### src/rtl/aes_ctr_engine.sv
// AES counter-mode controller: builds {nonce, ctr} blocks, drives a start/done
// cipher core, and XORs each keystream block with the matching stream block.
module aes_ctr_engine #(
  parameter int CTR_WIDTH = 32,
  parameter int LEN_WIDTH = 16
) (
  input  logic                 clk,
  input  logic                 rst,
  input  logic                 start_i,
  input  logic [255:0]         key_i,
  input  logic [127:0]         iv_i,
  input  logic [LEN_WIDTH-1:0] num_blocks_i,
  output logic                 busy_o,
  output logic                 done_o,
  output logic                 wrap_o,
  input  logic                 in_valid_i,
  output logic                 in_ready_o,
  input  logic [127:0]         in_data_i,
  output logic                 out_valid_o,
  input  logic                 out_ready_i,
  output logic [127:0]         out_data_o,
  output logic                 core_start_o,
  output logic [127:0]         core_block_o,
  output logic [255:0]         core_key_o,
  input  logic                 core_done_i,
  input  logic [127:0]         core_result_i
);

  typedef enum logic [2:0] {
    S_IDLE,
    S_GEN,
    S_WAIT,
    S_MIX,
    S_OUT,
    S_DONE
  } state_t;

  localparam logic [CTR_WIDTH-1:0] CTR_ONE = CTR_WIDTH'(1);
  localparam logic [LEN_WIDTH-1:0] LEN_ONE = LEN_WIDTH'(1);

  state_t                 state;
  state_t                 state_next;
  logic [255:0]           key_q;
  logic [127:0]           block_q;
  logic [127:0]           keystream_q;
  logic [127:0]           out_data_q;
  logic [LEN_WIDTH-1:0]   remaining_q;
  logic                   wrap_q;
  logic                   last_block;
  logic                   ctr_all_ones;

  assign last_block   = (remaining_q == LEN_ONE);
  assign ctr_all_ones = &block_q[CTR_WIDTH-1:0];

  assign out_data_o   = out_data_q;
  assign core_block_o = block_q;
  assign core_key_o   = key_q;
  assign wrap_o       = wrap_q;

  always_ff @(posedge clk) begin
    if (!rst) begin
      state <= S_IDLE;
    end else begin
      state <= state_next;
    end
  end

  always_comb begin
    state_next   = state;
    busy_o       = (state != S_IDLE);
    core_start_o = 1'b0;
    in_ready_o   = 1'b0;
    out_valid_o  = 1'b0;
    done_o       = 1'b0;
    case (state)
      S_IDLE: begin
        if (start_i) begin
          state_next = (num_blocks_i == '0) ? S_DONE : S_GEN;
        end
      end
      S_GEN: begin
        core_start_o = 1'b1;
        state_next   = S_WAIT;
      end
      S_WAIT: begin
        if (core_done_i) begin
          state_next = S_MIX;
        end
      end
      S_MIX: begin
        in_ready_o = 1'b1;
        if (in_valid_i) begin
          state_next = S_OUT;
        end
      end
      S_OUT: begin
        out_valid_o = 1'b1;
        if (out_ready_i) begin
          state_next = last_block ? S_DONE : S_GEN;
        end
      end
      S_DONE: begin
        done_o     = 1'b1;
        state_next = S_IDLE;
      end
      default: state_next = S_IDLE;
    endcase
  end

  // Only the low CTR_WIDTH bits advance, so the nonce never sees a carry.
  always_ff @(posedge clk) begin
    if (!rst) begin
      key_q       <= '0;
      block_q     <= '0;
      keystream_q <= '0;
      out_data_q  <= '0;
      remaining_q <= '0;
      wrap_q      <= 1'b0;
    end else begin
      case (state)
        S_IDLE: begin
          if (start_i) begin
            key_q       <= key_i;
            block_q     <= iv_i;
            remaining_q <= num_blocks_i;
            wrap_q      <= 1'b0;
          end
        end
        S_WAIT: begin
          if (core_done_i) begin
            keystream_q <= core_result_i;
          end
        end
        S_MIX: begin
          if (in_valid_i) begin
            out_data_q <= in_data_i ^ keystream_q;
          end
        end
        S_OUT: begin
          if (out_ready_i && !last_block) begin
            block_q[CTR_WIDTH-1:0] <= block_q[CTR_WIDTH-1:0] + CTR_ONE;
            remaining_q            <= remaining_q - LEN_ONE;
            if (ctr_all_ones) begin
              wrap_q <= 1'b1;
            end
          end
        end
        default: ;
      endcase
    end
  end

endmodule

### config.mk
export PLATFORM = sky130hd
export DESIGN_NAME = aes_ctr_engine
export DESIGN_NICKNAME = d
export VERILOG_FILES = /design/src/rtl/aes_ctr_engine.sv
export SDC_FILE = /design/constraint.sdc
export NUM_CORES = 1
export LEC_CHECK = 0
export CORE_AREA = 2 2 454 456
export CTS_CLUSTER_SIZE = 14
export DETAILED_ROUTE_END_ITERATION = 10
export DIE_AREA = 0 0 456 458
export HOLD_SLACK_MARGIN = 0.06
export MAX_ROUTING_LAYER = met4
export PLACE_DENSITY = 0.35
export SLEW_MARGIN = 20
export SYNTH_ARGS = -nofsm -noshare
export SYNTH_HDL_FRONTEND = slang
export SYNTH_SLANG_ARGS = --single-unit
export TNS_END_PERCENT = 100
### constraint.sdc
create_clock -name clk -period 2 [get_ports clk]
set_input_delay 0.3 -clock clk [delete_from_list [all_inputs] [get_ports clk]]
set_output_delay 0.3 -clock clk [all_outputs]
set_load 0.05 [all_outputs]
## Word-level counts from Yosys, hierarchy flattened

Cells that the tools add are included.

- Register bits after elaboration: 660
- Bits in latches: 0
- Memory bits (writable): 0
- ROM bits: 0
- Bits of input ports: 662
- Output and inout port bits: 518
- Logic and storage cells: 57
- Memories: 0

- $add $sub $neg: 2
- Multiply operators: 0
- Div/mod/pow operators: 0
- Magnitude comparators: 0
- Eq/ne operators: 12
- Shift operators: 0
- Multiplexer cells: 21
- Bitwise gates (word level): 1
- Reduce and logical (&&, ||, !) cells: 13

Operators with widths:

| kind | number |
|---|---|
| bitwise XOR 128 bit | 1 |
| 2-to-1 mux 32 bit | 2 |
| one-hot mux 32 bit (2 select lines) | 1 |
| adder 32 x 1 -> 32 bit (second input constant) | 1 |
| 2-to-1 mux 16 bit | 2 |
| one-hot mux 16 bit (2 select lines) | 1 |
| AND reduction 32 bit | 1 |
| 2-to-1 mux 3 bit | 6 |
| equality test 16 x 1 -> 1 bit (second input constant) | 1 |
| zero test 16 bit | 1 |
| subtractor 16 x 1 -> 16 bit (second input constant) | 1 |
| one-hot mux 3 bit (5 select lines) | 1 |
| != test 2 bit (second input constant) | 6 |
| AND reduction 4 bit | 2 |
| 2-to-1 mux 1 bit | 7 |
| equality test 3 x 2 -> 1 bit (second input constant) | 2 |
| equality test 3 bit (second input constant) | 2 |
| AND reduction 2 bit | 3 |
| equality test 3 x 1 -> 1 bit (second input constant) | 1 |
| zero test 3 bit | 1 |
| AND reduction 3 bit | 1 |
| nonzero test 3 bit | 1 |
| one-hot mux 1 bit (2 select lines) | 1 |
| nonzero test 2 bit | 1 |
| 2 further kinds | 2 |

## Longest topological paths before layout

- Word-level depth: 5
- Depth in mapped cells: 10
- Depth with buffers taken out: 7

## Worst setup path before layout

OpenSTA, ideal clock, no wires.

- Path type: register to register
- Start: register block_q[5], in the netlist core_block_o[5]
- End: register block_q[29], in the netlist core_block_o[29]
- Library setup time: 117 ps
- Data arrival time: 2092 ps
- Required time: 1883 ps
- Path slack: -209 ps
- Stages on the path, launching flop included: 6
- Buffers on the path: 0
- Period minus slack after synthesis: 2209 ps
- Path through: dfxtp_1 > nand4_4 > or4_4 > nor4_4 > o21ai_1 > a32o_1

- Cells in the longest elaborated chain, start to end: 3

RTL lines:

| what | line | text |
|---|---|---|
| from (decl) | 44 | `logic [127:0] block_q;` |
| from (signal assigned) | 124 | `block_q <= iv_i;` |
| from (signal, indexed assignment) | 141 | `block_q[CTR_WIDTH-1:0] <= block_q[CTR_WIDTH-1:0] + CTR_ONE;` |
| adder 32 x 1 -> 32 bit | 141 |  |
| 2-to-1 mux 32 bit | 140 | `if (out_ready_i && !last_block) begin` |
| one-hot mux 32 bit (2 select lines) | 120 | `case (state)` |

No other way between the ends. The select of a mux whose other input is x is not followed.
A chain may end at the register's enable or synchronous reset.

## Worst setup path in the final report

- Start: register state[1]
- End: output port out_valid_o

- Cells in the longest elaborated chain, start to end: 2

RTL lines:

| what | line | text |
|---|---|---|
| from (decl) | 41 | `state_t state;` |
| from (signal assigned) | 64 | `state <= state_next;` |
| equality test 3 bit | 75 | `case (state)` |
| 2-to-1 mux 1 bit | 75 |  |
| to (decl) | 19 | `output logic out_valid_o,` |

No other way between the ends.

==> qor.yml <==
synth_ff_type: "dfxtp_1"
core_area_um2: 204000
cts_made_buffers: 91
synthArstFlopShare: 0
grt-ovfl-total: 0
final_core_util: 0.227
power_mw: 41.1
vdd_drop_max_mv: 0.608
ys_types: 65
grt_max_degree: 82
drive_gt1_frac: 0.144
fin_crit_ns: 2.09
hold_end: "keystream_q[73]"
fin_crit_sh: 1.05
stdcell_count: 7317
min_path_type: "in -> reg"
drv_cap: 0
initial_core_util: 0.123
drt-vias-per-instance: 3.69
synth_cells: 3096
critPathArrivalTime_ns: 1.79
cp-start-kind: "register"
fin_nets: 5190
synth_area_per_cell_um2: 8.06
synth_top_area_cell: "dfxtp_1"
max_freq_ghz: 0.478
seqCellArea_um2: 13200
leakagePower_nw: 17.6
hold_slack_ns: 0.148
synth-seq-cells: 660
dr.first_iter.drc_count: 1385
finalSetupViolCount: 1
worst-setup-path-type: "reg -> out"
rows: 166
cp_top_family: "simple AND/OR/NAND/NOR gates"
area.growth.synth_to_final_pct: 85.3
rsz0062_at_grt: "true"
end_kind: "output port"
placed_cells: 6921
place_congestion: 0.864
final_common_cell: "nand2_1"
root_buffer: "clkbuf_16"
relSlewSlack: 0.548
cpPeakStageDelay_ns: 0.43
drt_pre_antenna_iters: 5
crit_slowest_cell: "or3b_4"
path_cells: "or3b_4 > inv_8 > buf_16 > buf_12"
clk_latency_ns: 0.72
drt-wirelength-per-cell_um: 20.9
netlist_area_um2: 25000
die_area_um2: 209000
wirelength_um: 153000
num_vias: 26979
fin_skew_ns: 0.0343
syn-num-nets: 3761
clk_pin_slew_worst_paths_ns: 0.06
multiInputGateArea_um2: 10900
status: "finished, violations left"
yosys_warnings: 0
r2r_end: "remaining_q[13]"
nFillCells: 22526
antenna_left: 0
grt_first_pass_wirelength_um: 207000
clockBufferDepth: 3
critPathBufInv: 3
seq_area_frac_synth: 0.529
reg2regPathDepth: 10
min-delay-start: "core_result_i[73]"
ys_top_cells_by_area: "dfxtp_1 (53%), nand2_1 (15%), a21oi_1 (11%)"
violations: "setup timing"
dp_hpwl_um: 118000
cts_tree: "done"
hold_viol: 0
netlist.area_leader.share: 0.529
groute.usage.overall: 0.143
synth_edf_count: 0
path_max_fanout: 3
layout_setup_ws_ns: -0.0922
grt_pass1_vias: 26761
final_cell_mix: "nand2_1 (1,017), clkdlybuf4s50_1 (660), dfxtp_1 (634), a21oi_1 (520), buf_4 (291)"
antenna_found_initial: 49
htree_levels: 3
io_pins: 1180
drc_errors: 0
reg2reg_from: "state[1]"
cp.required_ns: 1.70
powerDensity_nw_per_um2: 888
reg2reg_slack_ns: 0.03
cts.sinks: 660
min_path_cells: 3
setup_tns_ns: -0.0922
io_buffers: 1179
die_y_um: 458
die_x_um: 456
drv_slew: 0
tightest_slew_ns: 0.674
==> worst register-to-register path, stage by stage, from the launching register on <==
cell and delay [ns]:
dfxtp_2 0.32, or3b_4 0.43, inv_8 0.08, buf_4 0.11, nand2_4 0.06, o21ai_4 0.16
buf_12 0.16, buf_8 0.13, buf_12 0.12, a21oi_1 0.04, o221a_2 0.26
==> per-layer routing <==
metal,share of wire,vias to the layer above,track usage,wire [µm]
li1,-,13287,-,-
met1,0.40,12615,0.159,61100
met2,0.50,892,0.238,76000
met3,0.071,185,0.0436,10800
met4,0.033,0,0.0561,5100
met5,0,-,-,0
==> state kept, by name (all words and copies together), names as in the netlist <==
signal        flops
core_block_o    128
keystream_q     128
out_data_o      128
remaining_q      16
core_key_o      256
wrap_o            1
state             3
==> how the worst max path moves through the flow <==
stage / end / cells after the start / startpoint
6_report: out_valid_o / 4 / state[1]
5_1_grt: out_valid_o / 4 / state[1]
4_1_cts: out_valid_o / 4 / state[0]
3_5_place_dp: state[2] / 7 / num_blocks_i[14]
3_3_place_gp: state[2] / 7 / num_blocks_i[14]
2_1_floorplan: core_block_o[31] / 5 / core_block_o[24]
==> cell usage after synthesis (all sizes together) (5+ instances only) <==
| cell | n |
|---|---|
| o221a | 12 |
| nand2 | 1022 |
| and3 | 7 |
| nor3 | 18 |
| o22ai | 5 |
| inv | 7 |
| a211oi | 129 |
| buf | 61 |
| dfxtp | 660 |
| nand3 | 25 |
| o21ai | 26 |
| clkbuf | 177 |
| a31oi | 13 |
| nand4 | 11 |
| o211ai | 5 |
| nor4 | 15 |
| xnor2 | 128 |
| a22oi | 5 |
| nor2 | 176 |
| a41oi | 7 |
| or3 | 6 |
| a21oi | 525 |
| o31ai | 8 |
==> report_power, final <==
group	switching, mW	internal, mW	total (mW)
Sequential	0.580	14.0	14.6
Clock	6.79	9.87	16.7
Combinational	5.97	3.85	9.82
==> final cells by class <==
type,instances,share of cell area
Timing Repair Buffer,1574,0.336
Sequential cell,660,0.286
Multi-Input combinational cell,2190,0.237
Tap cell,2688,0.0727
Clock buffer,144,0.0596
Clock inverter,24,0.00633
Antenna cell,29,0.00157
Inverter,8,0.00114
==> through the flow <==
step | cell area [µm²] | worst slack [ns]
floorplan | 25000 | 0.0272
global placement | 41000 | -0.402
detailed placement | 41000 | -0.367
CTS | 45800 | -0.255
global route | 46200 | -0.211
finish | 46300 | -0.0922
==> repair_timing <==
item                       CTS  global route
hold endpoints to repair   182             0
gates resized for setup    588            92
setup endpoints to repair  387           120
hold buffers               164             0
pin swaps                    5            24
cloned                       4             7
buffers inserted            14            15
==> cells by family after synthesis <==
group,count (synthesis),synth area share
DFF,660,0.529
xor gates and xnor gates,128,0.0449
AOI/OAI and AO/OA,762,0.177
adders and majority gates,3,0.00150
buffers and inverters,246,0.0412
muxes,1,0.000401
and+or+nand+nor,1296,0.206
No activity file was read; power rests on OpenSTA's default activity.
